### config.mk
export PLATFORM = sky130hd
export DESIGN_NAME = fifo_writer
export DESIGN_NICKNAME = d
export VERILOG_FILES = /design/src/rtl/fifo_writer.sv
export SDC_FILE = /design/constraint.sdc
export NUM_CORES = 1
export LEC_CHECK = 0
export ABC_AREA = 1
export BUFFER_PORTS_ARGS = -buffer_cell sky130_fd_sc_hd__buf_4
export CORE_MARGIN = 2
export CORE_UTILIZATION = 50
export CTS_CLUSTER_DIAMETER = 80
export DETAILED_ROUTE_END_ITERATION = 8
export PLACE_DENSITY = 0.77
export SYNTH_ARGS = -nofsm -noshare
export SYNTH_HDL_FRONTEND = slang
export SYNTH_SLANG_ARGS = --single-unit
export TNS_END_PERCENT = 10
### constraint.sdc
create_clock -name clk_i -period 2 [get_ports clk_i]
set_clock_uncertainty 0.1 [all_clocks]
set_input_delay 0.1 -clock clk_i [delete_from_list [all_inputs] [get_ports clk_i]]
set_output_delay 0.1 -clock clk_i [all_outputs]
set_load 0.03 [all_outputs]
### src/rtl/fifo_writer.sv
`default_nettype none
// ============================================================================
// Module   : fifo_writer
// Brief    : Streams upstream samples into a downstream FIFO through a
//            2-entry in-order skid buffer, stopping writes AFULL_MARGIN words
//            below capacity. Samples arriving while the buffer is full are
//            dropped; a sticky overflow flag and a saturating drop counter
//            record them.
// Options  : FIFO_WRITER_DROP_CNT_EN - define to build the drop counter;
//            without it drop_cnt_o is tied to zero.
// Revision : 1.0 - initial release
// ============================================================================
module fifo_writer #(
   parameter int D_WIDTH      = 24,
   parameter int USEDW_WIDTH  = 8,
   parameter int FIFO_DEPTH   = 256,
   parameter int AFULL_MARGIN = 2
) (
   input  logic                   clk_i,
   input  logic                   rst_i,
   input  logic [D_WIDTH-1:0]     data_i,
   input  logic                   ena_i,
   output logic                   ready_o,
   input  logic                   full_i,
   input  logic [USEDW_WIDTH-1:0] usedw_i,
   output logic                   wrreq_o,
   output logic [D_WIDTH-1:0]     data_o,
   input  logic                   clr_i,
   output logic                   ovf_o,
   output logic [15:0]            drop_cnt_o
);

   // Fill level at which writing stops; one extra bit so a level equal to
   // 2**USEDW_WIDTH still compares correctly.
   localparam logic [USEDW_WIDTH:0] AFULL_LEVEL =
      (USEDW_WIDTH+1)'(FIFO_DEPTH - AFULL_MARGIN);

   typedef enum logic [1:0] {
      EMPTY = 2'd0,
      ONE   = 2'd1,
      TWO   = 2'd2
   } state_t;

   state_t             state;
   state_t             state_next;
   logic [D_WIDTH-1:0] buf0;        // oldest buffered word
   logic [D_WIDTH-1:0] buf1;        // newer buffered word (state TWO only)
   logic [D_WIDTH-1:0] buf0_next;
   logic [D_WIDTH-1:0] buf1_next;
   logic               wr_next;
   logic [D_WIDTH-1:0] wdata_next;
   logic               push;
   logic               drop;
   logic               can_wr;

   // ready_o is registered, so it already reflects whether a slot is free.
   assign push   = ena_i & ready_o;
   assign drop   = ena_i & ~ready_o;
   assign can_wr = ~full_i & ({1'b0, usedw_i} < AFULL_LEVEL);

   // Next state, buffer update and write selection; oldest word always wins.
   always_comb begin
      state_next = state;
      buf0_next  = buf0;
      buf1_next  = buf1;
      wr_next    = 1'b0;
      wdata_next = data_o;
      case (state)
         EMPTY: begin
            if (push) begin
               if (can_wr) begin
                  // Pass-through: nothing older is waiting.
                  wr_next    = 1'b1;
                  wdata_next = data_i;
               end else begin
                  state_next = ONE;
                  buf0_next  = data_i;
               end
            end
         end
         ONE: begin
            if (can_wr) begin
               wr_next    = 1'b1;
               wdata_next = buf0;
               if (push) begin
                  buf0_next = data_i;
               end else begin
                  state_next = EMPTY;
               end
            end else if (push) begin
               state_next = TWO;
               buf1_next  = data_i;
            end
         end
         TWO: begin
            // ready_o is low here, so no push can arrive.
            if (can_wr) begin
               wr_next    = 1'b1;
               wdata_next = buf0;
               buf0_next  = buf1;
               state_next = ONE;
            end
         end
         default: begin
            state_next = EMPTY;
         end
      endcase
   end

   // State, buffer and FIFO-side output registers.
   always_ff @(posedge clk_i or posedge rst_i) begin
      if (rst_i) begin
         state   <= EMPTY;
         buf0    <= '0;
         buf1    <= '0;
         wrreq_o <= 1'b0;
         data_o  <= '0;
         ready_o <= 1'b0;
      end else begin
         state   <= state_next;
         buf0    <= buf0_next;
         buf1    <= buf1_next;
         wrreq_o <= wr_next;
         data_o  <= wdata_next;
         ready_o <= (state_next != TWO);
      end
   end

   // Sticky overflow flag; a drop in the clear cycle survives the clear.
   always_ff @(posedge clk_i or posedge rst_i) begin
      if (rst_i) begin
         ovf_o <= 1'b0;
      end else if (clr_i) begin
         ovf_o <= drop;
      end else if (drop) begin
         ovf_o <= 1'b1;
      end
   end

`ifdef FIFO_WRITER_DROP_CNT_EN
   // Saturating dropped-sample counter; a drop in the clear cycle counts as 1.
   always_ff @(posedge clk_i or posedge rst_i) begin
      if (rst_i) begin
         drop_cnt_o <= '0;
      end else if (clr_i) begin
         drop_cnt_o <= {15'd0, drop};
      end else if (drop && (drop_cnt_o != 16'hFFFF)) begin
         drop_cnt_o <= drop_cnt_o + 16'd1;
      end
   end
`else
   assign drop_cnt_o = '0;
`endif

endmodule
`default_nettype wire

==> results.toml, run 1 <==
[outcome]
status = "finished, final reports clean"

[placement]
post-dp-hpwl_um = 5580
io_buffer_count = 62
gp_congestion = 0.867
dpl_worst_slack_ns = 0.127

[die]
dieArea_um2 = 8650
core-area_um2 = 7690
io-pin-count = 80
die_h_um = 93.0
row_count = 32
initial_core_util_pct = 51.5
fp.dieW_um = 93.0

[worst_setup_path]
r2r-start = "state[1]"
worstSetupStartpointType = "flip-flop"
crit_start = "state[1]"
cp_data_required_time_ns = 2.19
crit_fanout = 19
crit_type = "flip-flop to flip-flop"
end_kind = "flip-flop"
worstPathArrival_ns = 2.04

[cts]
cts_root_buf = "clkbuf_8"
clk_latency_ns = 0.35
cts_buffers = 9
postCtsSetupBuffers = 0
htreeDepth = 3
cts_tree = "done"
clock_path_buffers = 2
clock-sinks = 77
path_clk_slew_ns = 0.08

[final_layout]
antenna_cells = 0
fin_nets = 619
n_fill_cell = 688
area_growth_pct = 25.3
drive_gt1_share_pct = 20.8

[drt]
firstDrtPassIters = 4
post-route-drc-count = 0
drt-total-wl_um = 8390
detailroute.via_count = 3351
routedWlPerCell_um = 12.3
viasPerCell = 4.90
postRouteAntennaNets = 0
drt_iter0_markers = 168

[sta]
setup_viol = 0
hold_viol = 0
finalCritPeriodShare_pct = 92.6
tns_ns = 0
slew_viol_final = 0
worst_slack_ns = 0.149
fin_crit_ns = 1.85
worst_pin_slew_ns = 0.680
fmax_ghz = 0.540
slew_headroom_pct = 54.6

[yosys]
yosysUniqueCellTypes = 26
syn_area_per_cell_um2 = 8.07
ys_seq_elements = 77
synthesis.area_um2 = 3960
syn_inst = 491
yosysSeqAreaShare_pct = 48.7
yosys_warnings = 0

[power_and_ir_drop]
power.density_nw_per_um2 = 1600
cellLeakagePower_nw = 2.50
vdd_drop_max_mv = 0.753

[job]
max_cap_viol_count = 0

[grt]
grt_pass1_wl_um = 14400
grt_max_degree = 35
grtUsageTotal_pct = 20.7
gr-total-overflow = 0
antenna_found_initial = 0
grt_pass1_vias = 3286

[hold_path]
min_from = "full_i"
hold_class = "primary input to flip-flop"
==> layout by cell type (no fill, tap or decap), types with 2 or more instances in the layout <==
cell type and n:
nand2_1 157, dfrtp_1 77, buf_4 74, o21ai_0 66, inv_1 57, dlygate4sd3_1 27
nand4_1 25, o21ai_1 22, conb_1 16, o21ai_2 10, clkbuf_8 10, nand3_1 3
clkinv_2 3, nand2_2 3, nand3_4 3, a21oi_1 3, nor2_1 3, ha_1 3
nor2_2 2, nand2_4 2, clkinvlp_4 2, ha_2 2, clkinv_4 2, buf_12 2
==> registers in the layout, summed over array words and instances (netlist names) <==
signal and cells:
wrreq_o 1, ovf_o 1, ready_o 1, buf1 24
state 2, buf0 24, data_o 24
==> final timing paths <==
path / to / slack, ns / depth (start not counted)
setup / recovery: buf0[6] / 0.15 / 6
hold / removal: wrreq_o / 0.07 / 4
setup reg to reg: buf0[6] / 0.15 / 6
hold reg to reg: buf0[13] / 0.38 / 2
max in group asynchronous: buf1[15] / 0.73 / 4
min in group asynchronous: buf1[16] / 0.32 / 3
==> logic make-up (layout without fill, tap and decap cells) <==
family / Yosys count / count (layout) / synth area share (%)
flops: 77 / 77 / 48.7
other cells: 1 / 16 / 0.0947
buf+inv: 106 / 181 / 13.3
compound gates: 103 / 103 / 14.1
fa+ha+maj: 5 / 5 / 1.58
simple gates: 199 / 200 / 22.3
==> layer usage <==
| metal | track usage [%] | share of wire (%) | wire [µm] |
|---|---|---|---|
| met5 | 0 | 0 | 0 |
| met4 | 9.19 | 1.7 | 142 |
| met3 | 2.74 | 4.9 | 412 |
| met2 | 36.7 | 52 | 4330 |
| met1 | 25.3 | 42 | 3510 |
==> stage by stage <==
| step | hold WS (ns) | std cells | instance area, µm² | power, mW | util [%] |
|---|---|---|---|---|---|
| 6_report | 0.0651 | 684 | 4960 | 7.96 | 64.5 |
| 2_1_floorplan | 0.0891 | 506 | 4020 | 5.67 | - |
| 3_5_place_dp | 0.143 | 640 | 4470 | 6.71 | 58.1 |
| 4_1_cts | 0.0521 | 683 | 4940 | 7.97 | 64.2 |
| 5_1_grt | 0.107 | 684 | 4960 | 8.66 | 64.5 |
| 3_3_place_gp | 0.134 | 640 | 4470 | 6.60 | 58.1 |
==> timing repair <==
action	CTS	global route
hold buffers	27	0
endpoints found under the setup margin	0	19
resized for setup	0	3
hold endpoints to repair	52	0
==> worst max-delay path, cell delays in order (launching register included) <==
cell and delay, ns:
dfrtp_1 0.42, inv_1 0.11, ha_1 0.29, o21ai_2 0.34, buf_4 0.32, nand4_1 0.13
nand2_1 0.08
==> where the power goes <==
part | switching [mW] | internal, mW | leakage [nW]
Combinational | 2.60 | 1.47 | 1.44
Sequential | 0.397 | 2.31 | 0.960
Clock | 0.577 | 0.613 | 0.0995
Total | 3.57 | 4.39 | 2.50
==> area by class of cell <==
type,count,area (µm²),area share [%]
Timing Repair Buffer,104,877,17.7
Multi-Input combinational cell,324,1590,32.1
Inverter,61,235,4.74
Clock buffer,11,141,2.85
Sequential cell,77,1930,38.8
Tap cell,102,128,2.57
Clock inverter,5,60.1,1.21
==> synthesized netlist by cell type <==
master,count,share of area [%]
o21ai_2,11,2.4
nor2_4,1,0.28
nand3_1,3,0.38
nand2_4,2,0.57
a21oi_1,3,0.38
buf_4,16,3.0
inv_1,58,5.5
o21ai_1,22,2.8
o21ai_0,66,8.3
nand2_1,157,15
nand4_1,25,3.9
nand3_2,1,0.25
nor2_1,3,0.28
nor2_2,2,0.32
o22ai_1,1,0.16
dfrtp_1,77,49
buf_1,1,0.095
buf_2,11,1.4
nand3_4,2,0.88
conb_1,1,0.095
clkbuf_1,10,0.95
buf_6,7,2.0
clkinv_2,2,0.25
ha_1,5,1.6
inv_2,1,0.095
nand2_2,3,0.47
No activity file was read; power rests on OpenSTA's default activity.
==> run 2, diff against run 1 <==
CORE_UTILIZATION = 55   (was 50)
PLACE_DENSITY = 0.8   (was 0.77)
SLEW_MARGIN = 5   (was unset)
clock period = 2.15 ns   (was 2 ns; I/O delays follow)
==> run 2 against run 1 <==
Against the previous run:
- register-to-register slack improved by 0.07 ns
- final area fell by 0.10%
- fmax fell by 4.3%
- global-route usage rose by 3.9 points
- utilization rose by 7.6 points
- first-iteration DRC count rose by 29%
- final cell count fell by 0.73%
- clock power fell by 17%
- hold slack improved by 0.015 ns
- die area fell by 8.7%
- routed wire length rose by 5.3%
- critical endpoint unchanged
==> results.toml, run 2 (synthesis gave the netlist of run 1 again) <==
[hold_path]
hold_class = "primary input to flip-flop"

[cts]
cts_tree = "done"
htreeDepth = 3
cts_root_buf = "clkbuf_8"
clk_latency_ns = 0.34
path_clk_slew_ns = 0.08
cts_buffers = 9
clock_path_buffers = 2
cts_resized = 0
clock-sinks = 77

[sta]
setup_viol = 0
slew_headroom_pct = 60.0
worst_pin_slew_ns = 0.598
worst_slack_ns = 0.215
hold_slack_ns = 0.0799
fmax_ghz = 0.517
slew_viol_final = 0
fin_crit_ns = 1.93
tns_ns = 0
rsz0062_at_grt = "false"
finalCritPeriodShare_pct = 90.0
hold_viol = 0

[drt]
detailroute.via_count = 3458
wl_met2_um = 4390
wl_met1_um = 3770
drt_iter0_markers = 216
routedWlPerCell_um = 13.0
met3WireLength_um = 536
drt-total-wl_um = 8840
postRouteAntennaNets = 0
firstDrtPassIters = 5
post-route-drc-count = 0
dr.max_layer_used = "met4"
viasPerCell = 5.09

[die]
fp.dieW_um = 88.9
row_count = 30
core-area_um2 = 6870
die_h_um = 88.9
io-pin-count = 80
initial_core_util_pct = 57.7
dieArea_um2 = 7900

[placement]
gp_congestion = 0.818
dpl_worst_slack_ns = 0.148
post-dp-hpwl_um = 5620
io_buffer_count = 62

[final_layout]
final_common_cell = "nand2_1"
area_growth_pct = 25.1
final_cell_mix = "nand2_1, dfrtp_1, buf_4"
antenna_cells = 0
drive_gt1_share_pct = 20.8
final_util_pct = 72.1
reg_top3 = "buf0 x24, buf1 x24, data_o x24"
fin_nets = 620

[grt]
antenna_found_initial = 0
grt_pass1_vias = 3391
gr-total-overflow = 0
grtUsageTotal_pct = 24.7
grt_max_degree = 51
grt_pass1_wl_um = 15200

[power_and_ir_drop]
p_sw_mw = 3.41
p_int_mw = 4.02
switching_share_pct = 45.9
p_comb_share_pct = 52.8
pwr-share-seq_pct = 33.9
cellLeakagePower_nw = 2.50
power_frac_clock_pct = 13.3
total_power_mw = 7.44
vdd_drop_max_mv = 0.748
power.density_nw_per_um2 = 1500

[worst_setup_path]
worstSetupStartpointType = "flip-flop"
end_kind = "flip-flop"
worstPathArrival_ns = 2.11
crit_type = "flip-flop to flip-flop"
crit_fanout = 24
cp_data_required_time_ns = 2.33

[job]
max_cap_viol_count = 0

[outcome]
status = "finished, final reports clean"
run 2: cell type report:
class                           instances  area (µm²)
Clock inverter                          5        33.8
Fill cell                             547        1910
Tap cell                               96         120
Timing Repair Buffer                  106         926
Sequential cell                        77        1930
Multi-Input combinational cell        323        1570
Inverter                               61         235
Clock buffer                           11         141
run 2: power groups by stage:
stage	logic, mW	registers, mW	clock network, mW
floorplan	2.36	2.91	0
global placement	3.64	2.50	0
detailed placement	3.76	2.53	0
CTS	3.82	2.52	0.996
global route	4.39	2.61	1.05
finish	3.93	2.52	0.989
run 2: layer usage:
metal  global-route usage, %  vias up
met5                       0        -
met4                    9.92        0
met3                    3.45       15
met2                    41.6      128
met1                    32.2     1614
li1                        -     1701
run 2: critical path, cell delays in order, from the launching register on:
cell,delay (ns)
dfrtp_1,0.43
inv_1,0.15
ha_1,0.31
nand3_1,0.12
nand2_1,0.09
clkinv_2,0.19
nand3_4,0.30
nand2_1,0.10
nand2_1,0.07
run 2: stage by stage:
stage	area, µm²	std cells
5_1_grt	4960	679
3_5_place_dp	4470	632
3_3_place_gp	4470	632
2_1_floorplan	4020	506
6_report	4960	679
4_1_cts	4910	675
run 2: final timing paths:
path	startpoint	to	slack, ns	cells past startpoint
worst max-delay path	state[0]	buf0[6]	0.22	8
worst min-delay path	full_i	wrreq_o	0.08	4
worst min register to register	buf0[1]	buf0[1]	0.38	2
worst max register to register	state[0]	buf0[6]	0.22	8
max in group asynchronous	rst_i	wrreq_o	0.91	4
min in group asynchronous	rst_i	data_o[14]	0.28	3
run 2: timing repair:
item | 4_1_cts | 5_1_grt
endpoints found under the setup margin | 0 | 12
setup buffers | 0 | 4
hold buffers | 27 | 0
hold endpoints to repair | 50 | 0
==> run 3, diff against run 2 <==
clock period = 1.8 ns   (was 2.15 ns; I/O delays follow)
==> run 3 against run 2 <==
Against the previous run:
- global-route usage is 0.34 points lower
- non-clock buffer count is 3 higher
- die area stayed put
- power is 26% higher
- sequential power is 20% higher
- count of clock-buffer cells in the layout is 2 lower
- utilization is 1.9 points higher
- critical path type unchanged
- sequential cell count stayed put
- clock power is 32% higher
- combinational power is 28% higher
- via count is 0.87% lower
- sequential share of layout area is 1.0 points lower
==> results.toml, run 3 (synthesis gave the netlist of run 1 again) <==
[outcome]
status = "finished, final reports clean"

[placement]
gp_congestion = 0.856
dp.cells = 635
post-dp-hpwl_um = 5500
dpl_worst_slack_ns = -0.0353
io_buffer_count = 62

[sta]
fmax_ghz = 0.579
fin_crit_ns = 1.73
hold_viol = 0
setup_viol = 0
worst_slack_ns = 0.0737
finalCritPeriodShare_pct = 95.9
tns_ns = 0
hold_slack_ns = 0.0419
slew_viol_final = 0

[cts]
clock-sinks = 77
cts_tree = "done"
clock_path_buffers = 2
clk_latency_ns = 0.36
cts_root_buf = "clkbuf_8"
htreeDepth = 3
cts_buffers = 9
path_clk_slew_ns = 0.08

[worst_setup_path]
crit_family = "flip-flops"
end_kind = "flip-flop"
crit_fanout = 14
cp_data_required_time_ns = 1.98
worstPathArrival_ns = 1.91
cpMaxStageDelayCell = "dfrtp_1"
path_cells = "inv_2 -> ha_4 -> nand3_2 -> o21ai_4 -> buf_12 -> clkbuf_16 -> nand2_1 -> o21ai_0"
path_buf_inv = 3
critPathMaxStageDelay_ns = 0.44
worstSetupStartpointType = "flip-flop"
crit_type = "flip-flop to flip-flop"

[drt]
drt_iter0_markers = 290
viasPerCell = 5.02
routedWlPerCell_um = 13.2
drt-total-wl_um = 9040
postRouteAntennaNets = 0
post-route-drc-count = 0
detailroute.via_count = 3428
firstDrtPassIters = 4

[die]
fp.dieW_um = 88.9
core-area_um2 = 6870
row_count = 30
dieArea_um2 = 7900
io-pin-count = 80
initial_core_util_pct = 57.7
die_h_um = 88.9

[grt]
grt_pass1_wl_um = 15000
antenna_found_initial = 0
grtUsageTotal_pct = 24.3
grt_pass1_vias = 3378
grt_max_degree = 78
gr-total-overflow = 0

[final_layout]
reg_top3 = "buf0 x24, buf1 x24, data_o x24"
drive_gt1_share_pct = 22.1
final_util_pct = 74.1
area_growth_pct = 28.5
fin_cells = 683
fin_nets = 624
final_cell_mix = "nand2_1, dfrtp_1, buf_4"
final_common_cell = "nand2_1"
n_fill_cell = 509
antenna_cells = 0

[job]
max_cap_viol_count = 0

[hold_path]
hold_class = "primary input to flip-flop"

[power_and_ir_drop]
power.density_nw_per_um2 = 1840
vdd_drop_max_mv = 0.991
cellLeakagePower_nw = 2.55
## run 3: per-layer routing
layer,global-route usage (%),share of wire (%),vias to the layer above
met5,0,0,-
met4,8.54,1.1,0
met3,3.54,5.3,8
li1,-,-,1718
met2,42.7,51,100
met1,30.6,43,1602
## run 3: per-stage QoR
stage / area [µm²] / power (mW)
3_3_place_gp: 4490 / 7.42
4_1_cts: 4980 / 9.03
2_1_floorplan: 4020 / 6.29
5_1_grt: 5090 / 10.1
6_report: 5090 / 9.35
3_5_place_dp: 4490 / 7.59
## run 3: cell type report
type                            instances  area [µm²]  share of cell area (%)
Tap cell                               96         120                    2.36
Sequential cell                        77        1930                    37.9
Clock buffer                            9         124                    2.43
Multi-Input combinational cell        324        1620                    31.8
Timing Repair Buffer                  109         983                    19.3
Clock inverter                          7        76.3                    1.50
Inverter                               61         236                    4.65
## run 3: tightest hold or removal path, stage by stage
cell     delay (ns)
buf_4          0.08
inv_1          0.10
nand3_2        0.13
a21oi_1        0.07
## run 3: path summary, 6_finish.rpt
| check | from | endpoint | slack (ns) | cells after the start |
|---|---|---|---|---|
| max | state[0] | data_o[12] | 0.07 | 8 |
| max reg2reg | state[0] | data_o[12] | 0.07 | 8 |
| min in group asynchronous | rst_i | data_o[14] | 0.30 | 4 |
| max in group asynchronous | rst_i | buf1[6] | 1.00 | 4 |
| min reg2reg | buf0[3] | buf0[3] | 0.38 | 2 |
| min | full_i | wrreq_o | 0.04 | 4 |
## run 3: what timing repair did
action	CTS	global route
endpoints found under the setup margin	23	48
hold buffers	27	0
endpoints found under the hold margin	102	0
pin swaps	0	2
setup buffers	0	2
cloned	1	2
gates resized for setup	1	8
## run 3: where the power goes
part | internal, mW | total [mW] | leakage (nW) | switching, mW
Sequential | 2.56 | 3.02 | 0.960 | 0.454
Combinational | 1.93 | 5.02 | 1.49 | 3.09
Clock | 0.644 | 1.31 | 0.0954 | 0.670
Total | 5.14 | 9.35 | 2.55 | 4.21
